## config.mk

```make
export PLATFORM = sky130hd
export DESIGN_NAME = llsc_monitor
export DESIGN_NICKNAME = d
export VERILOG_FILES = /design/src/rtl/llsc_monitor.sv
export SDC_FILE = /design/constraint.sdc
export NUM_CORES = 1
export LEC_CHECK = 0
export ABC_AREA = 1
export CAP_MARGIN = 20
export CORE_UTILIZATION = 42
export DETAILED_ROUTE_END_ITERATION = 6
export HOLD_SLACK_MARGIN = 0.1
export PLACE_DENSITY = 0.87
export RECOVER_POWER = 50
export SLEW_MARGIN = 20
export SYNTH_ARGS = -nofsm -noshare
export SYNTH_HDL_FRONTEND = slang
export SYNTH_SLANG_ARGS = --single-unit
```

## constraint.sdc

```tcl
create_clock -name clk -period 1.85 [get_ports clk]
set_clock_uncertainty 0.2 [all_clocks]
set_input_delay 0.37 -clock clk [delete_from_list [all_inputs] [get_ports clk]]
set_output_delay 0.37 -clock clk [all_outputs]
set_load 0.02 [all_outputs]
```

## src/rtl/llsc_monitor.sv

```systemverilog
// LL/SC link monitor: tracks one word-granular reservation; optional LLSC_TIMEOUT_EN self-clears stale links.
// Latency: SC result pulses one cycle after the accepted SC. Backpressure: i_stall holds all request-driven state.
// Snoop and eret clears are ungated by i_valid/i_stall; no output backpressure exists.
`ifndef ADDR_WIDTH
`define ADDR_WIDTH 32
`endif

module llsc_monitor #(
    parameter int TIMEOUT_CYCLES = 1024,
    parameter int ADDR_LSB       = 2
) (
    input  logic                   clk,
    input  logic                   rst_n,
    input  logic                   i_valid,
    input  logic                   i_stall,
    input  logic                   i_lladdr_wr,
    input  logic                   i_is_sc,
    input  logic                   i_is_sw,
    input  logic [31:0]            i_wr_reg_val,
    input  logic                   i_snoop_inv,
    input  logic [`ADDR_WIDTH-1:0] i_snoop_addr,
    input  logic                   i_eret,
    output logic                   o_sc_valid,
    output logic                   o_sc_success,
    output logic                   o_link_valid,
    output logic [`ADDR_WIDTH-1:0] o_link_addr
);

    localparam int AW = `ADDR_WIDTH;

    localparam logic [0:0] UNLINKED = 1'b0;
    localparam logic [0:0] LINKED   = 1'b1;

    logic [0:0]    state;
    logic [0:0]    state_nxt;
    logic [AW-1:0] addr_nxt;
    logic [AW-1:0] wr_addr;
    logic          accept;
    logic          do_sc;
    logic          do_ll;
    logic          linked;
    logic          sc_ok;
    logic          sw_clr;
    logic          snoop_clr;
    logic          tmo_clr;
    logic          link_clr;

    function automatic logic addr_match(input logic [AW-1:0] a, input logic [AW-1:0] b);
        return a[AW-1:ADDR_LSB] == b[AW-1:ADDR_LSB];
    endfunction

    assign wr_addr   = i_wr_reg_val[AW-1:0];
    assign accept    = i_valid & ~i_stall;
    assign linked    = (state == LINKED);
    // SC outranks LL, so an illegal LL+SC pair never forms a new link
    assign do_sc     = accept & i_is_sc;
    assign do_ll     = accept & i_lladdr_wr & ~i_is_sc;
    assign sc_ok     = linked & addr_match(o_link_addr, wr_addr);
    assign sw_clr    = accept & i_is_sw & linked & addr_match(o_link_addr, wr_addr);
    assign snoop_clr = i_snoop_inv & linked & addr_match(o_link_addr, i_snoop_addr);
    assign link_clr  = sw_clr | snoop_clr | i_eret | tmo_clr;

`ifdef LLSC_TIMEOUT_EN
    localparam int CW = $clog2(TIMEOUT_CYCLES + 1);
    localparam logic [CW-1:0] TMO_LAST = CW'(TIMEOUT_CYCLES - 1);

    logic [CW-1:0] tmo_cnt;

    assign tmo_clr = linked & (tmo_cnt == TMO_LAST);

    always_ff @(posedge clk or negedge rst_n) begin
        if (!rst_n) begin
            tmo_cnt <= '0;
        end else if (do_ll || state_nxt != LINKED) begin
            tmo_cnt <= '0;
        end else begin
            tmo_cnt <= tmo_cnt + 1'b1;
        end
    end
`else
    assign tmo_clr = 1'b0;
`endif

    always_comb begin
        state_nxt = state;
        addr_nxt  = o_link_addr;
        if (do_sc) begin
            state_nxt = UNLINKED;
        end else if (do_ll) begin
            state_nxt = LINKED;
            addr_nxt  = wr_addr;
        end else if (link_clr) begin
            state_nxt = UNLINKED;
        end
    end

    always_ff @(posedge clk or negedge rst_n) begin
        if (!rst_n) begin
            state        <= UNLINKED;
            o_link_addr  <= '0;
            o_sc_valid   <= 1'b0;
            o_sc_success <= 1'b0;
        end else begin
            state        <= state_nxt;
            o_link_addr  <= addr_nxt;
            o_sc_valid   <= do_sc;
            o_sc_success <= do_sc & sc_ok;
        end
    end

    assign o_link_valid = linked;

endmodule

```

==> flow_metrics.tcl <==
set metrics [dict create \
    gr-usage-all-layers_pct 21.72 \
    postSynthAreaPerCell_sq_um 6.181 \
    hp-class "reg2reg" \
    crit_required_ns 1.28 \
    worst-path-buf-inv 1 \
    die_width_um 77.18 \
    multiInputGateArea_sq_um 1164 \
    htree_num_levels 2 \
    stdcell_count 573 \
    num_vias 2547 \
    clkSlewWorstSetupHoldPaths_ns 0.06 \
    critical_path_depth 1 \
    detailedPlace.worstSlack_ns -0.1150 \
    detail_route.iter0.violations 66 \
    number_of_global_route_vias_before_repair 2400 \
    grt_antenna_before_repair 0 \
    num-fill-cells 521 \
    drt_drc_violations_left 0 \
    crit_fanout 2 \
    cts.root.buffer_cell "sky130_fd_sc_hd__clkbuf_8" \
    power.total_mw 2.696 \
    initial_utilization_pct 43.37 \
    total_leakage_power_nw 1.936 \
    post-place-cells 565 \
    synthesis.nets 457 \
    dieHeight_um 77.18 \
    grt_remaining_overflow 0 \
    clock_tree.buffer_depth 2 \
    area_delta_synth_final_pct 51.24 \
    crit_arrival_ns 1.24 \
    cts-buffers-inserted 5 \
    clock_sink_count 35 \
    final_antenna_net_count 0 \
    fin_ws_ns 0.04488 \
    r2r_cells 11 \
    dr_pass1_iterations 4 \
    area.sequential_sq_um 875.8 \
    timing.critical_path.from_type "register" \
    synth.yosys.warnings 0 \
    maxSlewViolCount 0 \
    maxCapViolCount 0 \
    detail_route.wl_per_cell_um 10.63 \
    grt_pass1_wl_um 10210 \
    drive_above_1_share_pct 9.182 \
    finalSetupViolations 0 \
    floorplan.core_area_sq_um 5473 \
    grt_setup_unrepaired "false" \
    hold_path_depth 1 \
    cts_tree "built" \
    insertedDiodeCount 0 \
    syn-instance-count 384 \
    drt-total-wl_um 6091 \
    outcome "complete, no violations" \
    post-route-util_pct 65.59 \
    top_level_ports 108 \
    grt_max_degree 46 \
    hpwl_detailed_um 4948 \
    cp_cell_sequence "clkdlybuf4s50_1" \
    portBuffers 105 \
    drt-vias-per-instance 4.445 \
    syn_area_sq_um 2374 \
    row_count 27 \
    critical_path.max_stage_delay_ns 0.60 \
    clk_latency_ns 0.28 \
    pwr_density_cell_nw_per_um2 750.9 \
    num-nets-final 574 \
    netlist-cell-type-count 21 \
    worst_path_dominant_cell_family "buffers and inverters" \
    routabilityCongestion 0.8641 \
    die-area_sq_um 5956 \
    timing.critical_path.slowest_stage_cell "sky130_fd_sc_hd__clkdlybuf4s50_1" \
    timing.critical_path.to_type "output pin" \
    hold_violations 0 \
    max_freq_mhz 554.0 \
    startpoint_to_endpoint_class_of_the_critical_path "reg2out" \
    timing.final.crit_share_pct 97.57 \
    synth_seq_cells 35 \
    period_needed_ns 1.805 \
    max_slew.worst_pin.slew_ns 0.4751 \
    synth_seq_area_share_pct 36.90 \
    max-vdd-ir-drop_mv 0.4144 \
    max-slew-margin-rel_pct 68.33 \
]
[synthesized netlist by cell type (all sizes together)]
cell | number | area, sq um
nand4 | 9 | 56.30
nand3 | 3 | 15.01
a21oi | 12 | 60.06
nand3b | 1 | 20.02
dfrtp | 35 | 875.8
nor3 | 1 | 10.01
buf | 3 | 21.27
o21ai | 21 | 105.1
mux2 | 2 | 22.52
clkbuf | 3 | 11.26
nand2 | 157 | 591.8
nor2 | 49 | 193.9
xor2 | 6 | 52.55
inv | 76 | 285.3
xnor2 | 6 | 52.55
[layout by cell type, fill, tap and decap left out, types with 2 or more instances in the layout]
cell                                n
sky130_fd_sc_hd__clkdlybuf4s50_1   72
sky130_fd_sc_hd__dlygate4sd2_1     31
sky130_fd_sc_hd__nand3_1            3
sky130_fd_sc_hd__o21ai_0           18
sky130_fd_sc_hd__o21ai_1            3
sky130_fd_sc_hd__xnor2_1            6
sky130_fd_sc_hd__inv_1             54
sky130_fd_sc_hd__mux2_2             2
sky130_fd_sc_hd__clkbuf_8           6
sky130_fd_sc_hd__inv_2             22
sky130_fd_sc_hd__buf_4              8
sky130_fd_sc_hd__nor2_1            48
sky130_fd_sc_hd__xor2_1             6
sky130_fd_sc_hd__dfrtp_1           35
sky130_fd_sc_hd__a21oi_1           12
sky130_fd_sc_hd__clkbuf_2           2
sky130_fd_sc_hd__nand4_1            9
sky130_fd_sc_hd__nand2_1          156
[metal layers]
metal	global-route usage [%]	wire, um	vias to the layer above
li1	-	-	1369
met1	25.17	2635	1109
met2	38.85	3066	59
met3	5.000	271	10
met4	7.547	118	0
met5	0	0	-
[final timing paths]
| path | endpoint | startpoint | slack [ns] |
|---|---|---|---|
| max | o_link_addr[1] | o_link_addr[1]$_DFFE_PN0P_ | 0.04 |
| min | o_link_addr[0]$_DFFE_PN0P_ | o_link_addr[0]$_DFFE_PN0P_ | 0.32 |
| max reg2reg | o_link_valid$_DFFE_PN0P_ | o_link_addr[13]$_DFFE_PN0P_ | 0.32 |
| min reg2reg | o_link_addr[0]$_DFFE_PN0P_ | o_link_addr[0]$_DFFE_PN0P_ | 0.32 |
| max in group asynchronous | o_link_addr[0]$_DFFE_PN0P_ | rst_n | 0.28 |
| min in group asynchronous | o_link_addr[2]$_DFFE_PN0P_ | rst_n | 0.37 |
[layout make-up]
| cell class | count | share of cell area, % |
|---|---|---|
| inverter | 76 | 7.947 |
| clock buffer | 6 | 2.300 |
| multi-input combinational | 267 | 32.42 |
| timing repair buffer | 116 | 30.29 |
| clock inverter | 1 | 0.1394 |
| tap | 72 | 2.510 |
| sequential | 35 | 24.40 |
[timing repair]
action / 4_1_cts / 5_1_grt
endpoints found under the setup margin: 31 / 1
hold buffers: 1 / 0
resized for setup: 31 / 1
cloned: 0 / 0
hold endpoints to repair: 18 / 0
setup buffers: 0 / 0
pin swaps: 0 / 0
[through the flow]
step | setup TNS [ns] | cell area [sq um] | hold WS, ns
2_1_floorplan | 0 | 2374 | -0.1256
3_3_place_gp | -0.09696 | 3565 | 0.1363
3_5_place_dp | -0.1804 | 3565 | 0.1341
4_1_cts | 0 | 3623 | 0.3228
5_1_grt | 0 | 3590 | 0.3395
6_report | 0 | 3590 | 0.3155
[power breakdown]
part / switching, mW / internal, mW / leakage, nW
logic: 0.572 / 0.497 / 1.47
registers: 0.168 / 0.900 / 0.419
clock network: 0.267 / 0.292 / 0.0470
[cell families after synthesis]
| logic type | count (synthesis) | share of synthesized area (%) |
|---|---|---|
| buffers and inverters | 82 | 13.39 |
| xor gates and xnor gates | 12 | 4.428 |
| muxes | 2 | 0.9488 |
| and+or+nand+nor | 220 | 37.37 |
| AOI/OAI and AO/OA | 33 | 6.958 |
| DFF | 35 | 36.90 |
[registers in the layout, summed over array words and instances (netlist names)]
signal        flops
o_sc_valid        1
o_sc_success      1
o_link_valid      1
o_link_addr      32
No activity file was read; power rests on OpenSTA's default activity.
